<file path="config.mk">
export PLATFORM = sky130hd
export DESIGN_NAME = multicycle_ctrl
export DESIGN_NICKNAME = d
export VERILOG_FILES = /design/src/rtl/multicycle_ctrl_pkg.sv /design/src/rtl/multicycle_ctrl_alu_decoder.sv /design/src/rtl/multicycle_ctrl.sv
export SDC_FILE = /design/constraint.sdc
export NUM_CORES = 1
export LEC_CHECK = 0
export CAP_MARGIN = 25
export CORE_MARGIN = 4
export CORE_UTILIZATION = 51
export DETAILED_ROUTE_END_ITERATION = 10
export PLACE_DENSITY_LB_ADDON = 0.1
export SYNTH_ARGS = -nofsm -noshare
export SYNTH_HDL_FRONTEND = slang
export SYNTH_SLANG_ARGS = --single-unit
export TNS_END_PERCENT = 10
</file>
<file path="constraint.sdc">
create_clock -name clk -period 8 [get_ports clk]
set_clock_uncertainty 0.2 [all_clocks]
set_input_delay 1.6 -clock clk [delete_from_list [all_inputs] [get_ports clk]]
set_output_delay 1.6 -clock clk [all_outputs]
set_load 0.02 [all_outputs]
</file>
<file path="src/rtl/multicycle_ctrl_pkg.sv">
// Shared constants for the multicycle controller: opcodes, ALU operation
// codes, ALU-op classes and datapath mux selects.
package multicycle_ctrl_pkg;

  localparam logic [6:0] OP_LOAD   = 7'b0000011;
  localparam logic [6:0] OP_STORE  = 7'b0100011;
  localparam logic [6:0] OP_RTYPE  = 7'b0110011;
  localparam logic [6:0] OP_ITYPE  = 7'b0010011;
  localparam logic [6:0] OP_BRANCH = 7'b1100011;
  localparam logic [6:0] OP_JAL    = 7'b1101111;
  localparam logic [6:0] OP_JALR   = 7'b1100111;
  localparam logic [6:0] OP_LUI    = 7'b0110111;

  localparam logic [3:0] ALU_ADD  = 4'd0;
  localparam logic [3:0] ALU_SUB  = 4'd1;
  localparam logic [3:0] ALU_SLL  = 4'd2;
  localparam logic [3:0] ALU_SLT  = 4'd3;
  localparam logic [3:0] ALU_SLTU = 4'd4;
  localparam logic [3:0] ALU_XOR  = 4'd5;
  localparam logic [3:0] ALU_SRL  = 4'd6;
  localparam logic [3:0] ALU_SRA  = 4'd7;
  localparam logic [3:0] ALU_OR   = 4'd8;
  localparam logic [3:0] ALU_AND  = 4'd9;

  typedef enum logic [1:0] {
    ALUOP_ADD   = 2'b00,
    ALUOP_SUB   = 2'b01,
    ALUOP_FUNCT = 2'b10
  } aluop_t;

  localparam logic [1:0] SRCA_RS1    = 2'b00;
  localparam logic [1:0] SRCA_PC     = 2'b01;
  localparam logic [1:0] SRCA_OLDPC  = 2'b10;
  localparam logic [1:0] SRCA_ZERO   = 2'b11;

  localparam logic [1:0] SRCB_RS2    = 2'b00;
  localparam logic [1:0] SRCB_IMM    = 2'b01;
  localparam logic [1:0] SRCB_FOUR   = 2'b10;

  localparam logic [1:0] RES_ALUOUT  = 2'b00;
  localparam logic [1:0] RES_MEMDATA = 2'b01;
  localparam logic [1:0] RES_ALU     = 2'b10;

endpackage

</file>
<file path="src/rtl/multicycle_ctrl_alu_decoder.sv">
// ALU operation decoder: fixed ADD/SUB or funct3/funct7-driven selection.
module alu_decoder
  import multicycle_ctrl_pkg::*;
(
  input  logic [1:0] aluop,
  input  logic [2:0] funct3,
  input  logic       funct7b5,
  input  logic       opb5,
  output logic [3:0] alucontrol
);

  // Map the requested ALU-op class and function fields to an ALU code.
  always_comb begin
    alucontrol = ALU_ADD;
    case (aluop)
      ALUOP_ADD: alucontrol = ALU_ADD;
      ALUOP_SUB: alucontrol = ALU_SUB;
      ALUOP_FUNCT: begin
        case (funct3)
          3'b000:  alucontrol = (opb5 && funct7b5) ? ALU_SUB : ALU_ADD;
          3'b001:  alucontrol = ALU_SLL;
          3'b010:  alucontrol = ALU_SLT;
          3'b011:  alucontrol = ALU_SLTU;
          3'b100:  alucontrol = ALU_XOR;
          3'b101:  alucontrol = funct7b5 ? ALU_SRA : ALU_SRL;
          3'b110:  alucontrol = ALU_OR;
          default: alucontrol = ALU_AND;
        endcase
      end
      default: alucontrol = ALU_ADD;
    endcase
  end

endmodule

</file>
<file path="src/rtl/multicycle_ctrl.sv">
// Multicycle RV32 subset controller: sequences fetch/decode/execute states
// and drives datapath strobes, memory requests and a retired-instruction count.
module multicycle_ctrl
  import multicycle_ctrl_pkg::*;
(
  input  logic        clk,
  input  logic        reset,
  input  logic [31:0] instr,
  input  logic        zero,
  input  logic        mem_ready,
  output logic        memreq,
  output logic        memwrite,
  output logic        adrsrc,
  output logic        irwrite,
  output logic        pcwrite,
  output logic        regwrite,
  output logic        linkwrite,
  output logic [1:0]  alusrcA,
  output logic [1:0]  alusrcB,
  output logic [1:0]  resultsrc,
  output logic [3:0]  alucontrol,
  output logic        hlt,
  output logic [31:0] instret
);

  typedef enum logic [3:0] {
    FETCH, DECODE, MEMADR, MEMRD, MEMWB, MEMWR, EXECR,
    EXECI, ALUWB, BRANCH, JUMP, JALR, LUI, HALT
  } state_t;

  state_t      state, state_n;
  logic        jalr_step, jalr_step_n;
  logic [31:0] instret_q;
  logic        hlt_q;
  logic [1:0]  aluop;
  logic [3:0]  alu_code;

  logic [6:0]  opcode;
  logic [2:0]  funct3;
  logic        funct7b5;
  logic        unused_instr;

  assign opcode       = instr[6:0];
  assign funct3       = instr[14:12];
  assign funct7b5     = instr[30];
  assign unused_instr = ^{instr[31], instr[29:15], instr[11:7]};

  alu_decoder u_alu_decoder (
    .aluop      (aluop),
    .funct3     (funct3),
    .funct7b5   (funct7b5),
    .opb5       (opcode[5]),
    .alucontrol (alu_code)
  );

  // Per-state strobes and next state. FETCH, BRANCH strobes depend on the
  // same-cycle mem_ready/zero, so outputs are decoded from state here and
  // forced to zero combinationally while reset is high.
  always_comb begin
    state_n     = state;
    jalr_step_n = jalr_step;
    memreq      = 1'b0;
    memwrite    = 1'b0;
    adrsrc      = 1'b0;
    irwrite     = 1'b0;
    pcwrite     = 1'b0;
    regwrite    = 1'b0;
    linkwrite   = 1'b0;
    alusrcA     = SRCA_RS1;
    alusrcB     = SRCB_RS2;
    resultsrc   = RES_ALUOUT;
    aluop       = ALUOP_ADD;
    case (state)
      FETCH: begin
        memreq  = 1'b1;
        alusrcA = SRCA_PC;
        alusrcB = SRCB_FOUR;
        if (mem_ready) begin
          irwrite   = 1'b1;
          pcwrite   = 1'b1;
          resultsrc = RES_ALU;
          state_n   = DECODE;
        end
      end
      DECODE: begin
        alusrcA = SRCA_OLDPC;
        alusrcB = SRCB_IMM;
        case (opcode)
          OP_LOAD, OP_STORE: state_n = MEMADR;
          OP_RTYPE:          state_n = EXECR;
          OP_ITYPE:          state_n = EXECI;
          OP_BRANCH:         state_n = BRANCH;
          OP_JAL:            state_n = JUMP;
          OP_JALR:           state_n = JALR;
          OP_LUI:            state_n = LUI;
          default:           state_n = HALT;
        endcase
      end
      MEMADR: begin
        alusrcB = SRCB_IMM;
        if (funct3 == 3'b010) state_n = opcode[5] ? MEMWR : MEMRD;
        else                  state_n = HALT;
      end
      MEMRD: begin
        memreq = 1'b1;
        adrsrc = 1'b1;
        if (mem_ready) state_n = MEMWB;
      end
      MEMWB: begin
        regwrite  = 1'b1;
        resultsrc = RES_MEMDATA;
        state_n   = FETCH;
      end
      MEMWR: begin
        memreq   = 1'b1;
        memwrite = 1'b1;
        adrsrc   = 1'b1;
        if (mem_ready) state_n = FETCH;
      end
      EXECR: begin
        aluop   = ALUOP_FUNCT;
        state_n = ALUWB;
      end
      EXECI: begin
        alusrcB = SRCB_IMM;
        aluop   = ALUOP_FUNCT;
        state_n = ALUWB;
      end
      ALUWB: begin
        regwrite = 1'b1;
        state_n  = FETCH;
      end
      BRANCH: begin
        aluop = ALUOP_SUB;
        if (funct3[2:1] == 2'b00) begin
          pcwrite = zero ^ funct3[0];
          state_n = FETCH;
        end else begin
          state_n = HALT;
        end
      end
      JUMP: begin
        pcwrite   = 1'b1;
        linkwrite = 1'b1;
        state_n   = FETCH;
      end
      JALR: begin
        // First pass latches rs1+imm into ALUOut; second pass commits PC and
        // link together, so the link uses the PC before it is overwritten.
        if (!jalr_step) begin
          alusrcB     = SRCB_IMM;
          jalr_step_n = 1'b1;
        end else begin
          pcwrite     = 1'b1;
          linkwrite   = 1'b1;
          jalr_step_n = 1'b0;
          state_n     = FETCH;
        end
      end
      LUI: begin
        alusrcA   = SRCA_ZERO;
        alusrcB   = SRCB_IMM;
        regwrite  = 1'b1;
        resultsrc = RES_ALU;
        state_n   = FETCH;
      end
      HALT: state_n = HALT;
      default: state_n = FETCH;
    endcase
    if (reset) begin
      memreq    = 1'b0;
      memwrite  = 1'b0;
      adrsrc    = 1'b0;
      irwrite   = 1'b0;
      pcwrite   = 1'b0;
      regwrite  = 1'b0;
      linkwrite = 1'b0;
      alusrcA   = '0;
      alusrcB   = '0;
      resultsrc = '0;
    end
  end

  assign alucontrol = reset ? '0 : alu_code;
  assign hlt        = hlt_q & ~reset;
  assign instret    = reset ? '0 : instret_q;

  // State, JALR sub-step, sticky halt and retired-instruction counter.
  always_ff @(posedge clk) begin
    if (reset) begin
      state     <= FETCH;
      jalr_step <= 1'b0;
      instret_q <= '0;
      hlt_q     <= 1'b0;
    end else begin
      state     <= state_n;
      jalr_step <= jalr_step_n;
      if (state != FETCH && state_n == FETCH) instret_q <= instret_q + 32'd1;
      if (state_n == HALT) hlt_q <= 1'b1;
    end
  end

endmodule
</file>
== After elaboration in Yosys (flattened, before gate mapping) ==
Index checks and enable logic that the tools add are counted.

* Flip-flop bits (word level): 38
* Latch bits: 0
* Memory bits (writable): 0
* Memory bits (read-only): 0
* Input port bits: 36
* Output and inout bits: 50
* Memories: 0

* Add/sub/neg operators: 1
* Multiply operators: 0
* Div/mod/pow operators: 0
* Order comparisons: 0
* Equal/unequal tests: 30
* Shift operators: 0
* Muxes and demuxes: 42
* Bitwise operators: 3
* Reductions and logical operators: 13

{| class="wikitable"
|+ Operators with widths
! cell !! count
|-
| 4-bit one-hot mux with 7 select lines || 2
|-
| 4-bit one-hot mux with 9 select lines || 1
|-
| 32-bit by 1-bit adder with 32-bit output, second input constant || 1
|-
| 32-bit two-way mux || 1
|-
| 4-bit == test, second input constant || 7
|-
| 4-bit two-way mux || 7
|-
| 7-bit by 6-bit == test with 1-bit output, second input constant || 3
|-
| 7-bit == test, second input constant || 3
|-
| 1-bit two-way mux || 19
|-
| 2-bit one-hot mux with 3 select lines || 3
|-
| 4-bit by 3-bit == test with 1-bit output, second input constant || 4
|-
| 3-bit == test, second input constant || 3
|-
| 4-bit by 2-bit == test with 1-bit output, second input constant || 2
|-
| 4-bit zero test || 2
|-
| 2-bit two-way mux || 4
|-
| 4-bit one-hot mux with 2 select lines || 1
|-
| 7-bit by 2-bit == test with 1-bit output, second input constant || 1
|-
| 7-bit by 5-bit == test with 1-bit output, second input constant || 1
|-
| 3-bit by 2-bit == test with 1-bit output, second input constant || 2
|-
| 2-bit OR reduction || 3
|-
| 3-bit OR reduction || 2
|-
| 4-bit by 1-bit == test with 1-bit output, second input constant || 1
|-
| 1-bit one-hot mux with 4 select lines || 1
|-
| 2-bit one-hot mux with 2 select lines || 1
|-
| 13 further kinds || 14
|}

== Depth between registers and ports, before layout ==
* Word-level depth: 6
* Mapped depth: 11

== Hierarchy ==
Synthesis repeated with hierarchy kept, for this count alone.

* Cell total of the unflattened synthesis: 367
* Area, all modules: 2788.9 µm²

{| class="wikitable"
|+ Modules (own cells, without submodules)
! module !! times used !! cells an instance !! area an instance (µm²)
|-
| multicycle_ctrl || 1 || 347 || 2662.6
|-
| alu_decoder || 1 || 20 || 126.4
|}

== Worst setup path before layout ==
No wires, ideal clock.

* Kind: input-to-output
* Start point: in instr[14]
* End point: out pcwrite
* Arrival: 3.222 ns
* Required time: 6.200 ns
* Slack: 2.978 ns
* Stages on the path: 2
* Path buffers: 0
* Cells stage by stage: or4_1 a2111oi_0

* Longest elaborated chain between the ends: 4

{| class="wikitable"
|+ Ends and longest elaborated chain
! what !! RTL line !! source
|-
| from (decl) || multicycle_ctrl.sv:8 || <nowiki>input logic [31:0] instr,</nowiki>
|-
| 2-bit zero test || multicycle_ctrl.sv:135 || <nowiki>if (funct3[2:1] == 2'b00) begin</nowiki>
|-
| 1-bit two-way mux || multicycle_ctrl.sv:135 ||
|-
| 1-bit one-hot mux with 4 select lines || multicycle_ctrl.sv:73 || <nowiki>case (state)</nowiki>
|-
| 1-bit two-way mux || multicycle_ctrl.sv:170 || <nowiki>if (reset) begin</nowiki>
|-
| to (decl) || multicycle_ctrl.sv:15 || <nowiki>output logic pcwrite,</nowiki>
|}

No other way between the ends.

== Worst setup path after layout ==
* Start point: in mem_ready
* End point: out pcwrite

* Longest elaborated chain between the ends: 3

{| class="wikitable"
|+ Ends and longest elaborated chain
! what !! RTL line !! source
|-
| from (decl) || multicycle_ctrl.sv:10 || <nowiki>input logic mem_ready,</nowiki>
|-
| 1-bit two-way mux || multicycle_ctrl.sv:78 || <nowiki>if (mem_ready) begin</nowiki>
|-
| 1-bit one-hot mux with 4 select lines || multicycle_ctrl.sv:73 ||
|-
| 1-bit two-way mux || multicycle_ctrl.sv:170 ||
|}

No other way between the ends.

==> flow_metrics.tcl <==
set metrics [dict create \
    grt_pass1_wl_mm 11.6 \
    insertion_delay_ns 0.29 \
    track_usage_pct 21.9 \
    hold_class "reg -> reg" \
    cp.arrival_ns 3.92 \
    h-tree-depth 2 \
    finalNonFillerCells 481 \
    die_w_um 81.5 \
    cap_viol_max_count 0 \
    relSlewSlack_pct 47.5 \
    worst_r2r_endpoint "instret_q[26]" \
    gp_congestion 0.857 \
    viasPerCell 5.72 \
    cpLargestDelayFamily "buffers and inverters" \
    slowest_stage "clkdlybuf4s50_1" \
    end_kind "output port" \
    crit_type "in -> out" \
    crit_path_frequent_cell "clkdlybuf4s50_1" \
    nets 450 \
    fin_crit_sh_pct 71.5 \
    synth_cell_types 58 \
    hold_viol 0 \
    ys.flop_type "dfxtp_1" \
    die_area_sq_um 6640 \
    ys_warn_count 0 \
    crit_cells 7 \
    design.core.area_sq_um 5170 \
    syn_nets 401 \
    clk_path_buf_depth 2 \
    drtIter0Drc 195 \
    drive_gt1_share_pct 5.60 \
    netlist_instances 361 \
    areaGrowthSynthToFinish_pct 27.4 \
    row_count 26 \
    setup_viol 0 \
    drt-total-wl_mm 6.89 \
    cts_sinks 38 \
    crit_path_max_incr_delay_ns 0.70 \
    io_pins 86 \
    crit_path_end "pcwrite" \
    cts_tree "done" \
    reg2regPathDepth 6 \
    path_cells "clkdlybuf4s50_1, nor2b_1, nand2b_1, a21oi_1, a31oi_1, a2111oi_0, clkdlybuf4s50_1" \
    hold_buffers 0 \
    antenna_found_initial 0 \
    ir_drop_uv 216 \
    critical_path_buf_inv_count 2 \
    cts_buffers 5 \
    min_period_ns 5.72 \
    synth_area_sq_um 2750 \
    reg2reg_from "state[0]" \
    grt_pass1_vias 2573 \
    dp_hpwl_mm 4.98 \
    power.leakage_nw 1.29 \
    clock_tree.root_cell "clkbuf_8" \
    worstPathMaxFanout 5 \
    synth-seq-area-share_pct 27.6 \
    start_util_pct 53.2 \
    worst_pin_slew_ns 0.786 \
    final_cell_mix "clkdlybuf4s50_1, nor2b_1, dfxtp_1" \
    drc 0 \
    gr-total-overflow 0 \
    layout_commonest_cell "clkdlybuf4s50_1" \
    crit_required_ns 6.20 \
    fin_setup_tns_ns 0 \
    routed-via-count 2749 \
    rrSetupSlack_ns 4.86 \
    grt_max_degree 54 \
    rsz0062_at_grt "false" \
    ant_nets 0 \
    power.density_nw_per_um2 207 \
    antennaDiodeCount 0 \
    synth_area_per_cell_sq_um 7.63 \
    post_drt_wl_per_cell_um 14.3 \
    cp-startpoint "mem_ready" \
    design_area_sq_um 3510 \
    placed_cells 473 \
    firstDrtPassIters 4 \
    ys_ff_latch 38 \
    port_buffers 64 \
    ctsResizeCount 0 \
    status "completed" \
    synth_edf_count 0 \
    slew_violations 0 \
    synthArstFlopShare_pct 0 \
    cts_setup_buffers 0 \
    die_h_um 81.5 \
    placedInstanceArea_sq_um 3370 \
    max_freq_mhz 175 \
    cp-start-kind "primary input" \
    clk_pin_slew_ns 0.08 \
]
## layer usage
metal  track usage, %  wire length, um
met1             30.4             3280
met2             34.7             3140
met3             4.17              392
met4             6.08               79
met5                0                0
## final cells by class
class / instances / area, sq um
timing repair buffer: 65 / 643
fill: 473 / 1670
tap: 70 / 87.6
clock buffer: 5 / 68.8
clock inverter: 3 / 68.8
inverter: 6 / 22.5
multi-input combinational: 294 / 1850
sequential: 38 / 761
## tightest hold or removal path, stage by stage, from the launching register on
cell,delay (ns)
dfxtp_1,0.32
o21ai_0,0.07
a21oi_1,0.06
## synthesized netlist by cell type (all sizes together), types with 3 or more instances
cell | number | area [sq um]
nand3b | 3 | 22.5
nor2 | 38 | 145
and3 | 10 | 62.6
nor4 | 4 | 40.0
o21ai | 22 | 110
nand2b | 7 | 43.8
ha | 4 | 50.1
nand2 | 28 | 105
clkbuf | 11 | 41.3
dfxtp | 38 | 761
or3 | 11 | 68.8
or4 | 10 | 75.1
and2 | 4 | 25.0
mux2 | 14 | 158
buf | 12 | 73.8
nand4 | 11 | 68.8
nor3 | 14 | 91.3
a211oi | 5 | 42.5
and4 | 4 | 35.0
a21oi | 21 | 124
xnor2 | 3 | 26.3
inv | 6 | 22.5
nor2b | 38 | 238
nand3 | 14 | 70.1
## sequential cells by signal, summed over array words and instances, names as in the netlist
name       count
instret_q     32
jalr_step      1
state          4
hlt_q          1
## through the flow
stage / setup WS, ns / total power, W / util [%] / hold WS [ns]
after floorplan: 2.98 / 0.000477 / - / 0.254
after global placement: 2.24 / 0.000528 / 65.1 / 0.260
after detailed placement: 2.29 / 0.000532 / 65.1 / 0.276
after CTS: 2.27 / 0.000730 / 67.8 / 0.288
after global routing: 2.00 / 0.000778 / 67.8 / 0.327
final: 2.28 / 0.000727 / 67.8 / 0.286
## kinds of logic after synthesis
logic type	Yosys count	share of synthesized area [%]
flops	38	27.6
simple gates	211	44.4
fa+ha+maj	4	1.82
mux	16	6.45
compound gates	59	13.4
xor+xnor	4	1.27
buf+inv	29	5.00
## worst min path at each step
stage	start	endpoint	slack [ns]	cells after the start
2_1_floorplan	instret_q[31]	instret_q[31]	0.25	2
3_3_place_gp	instret_q[31]	instret_q[31]	0.26	2
3_5_place_dp	instret_q[31]	instret_q[31]	0.28	2
4_1_cts	instret_q[31]	instret_q[31]	0.29	2
5_1_grt	instret_q[31]	instret_q[31]	0.33	2
6_report	instret_q[31]	instret_q[31]	0.29	2
## power by group
part	switching, W	internal [W]
Sequential	0.0000289	0.000198
Combinational	0.000193	0.000110
Clock	0.0000722	0.000125
Total	0.000294	0.000432
No activity file was read; power rests on OpenSTA's default activity.
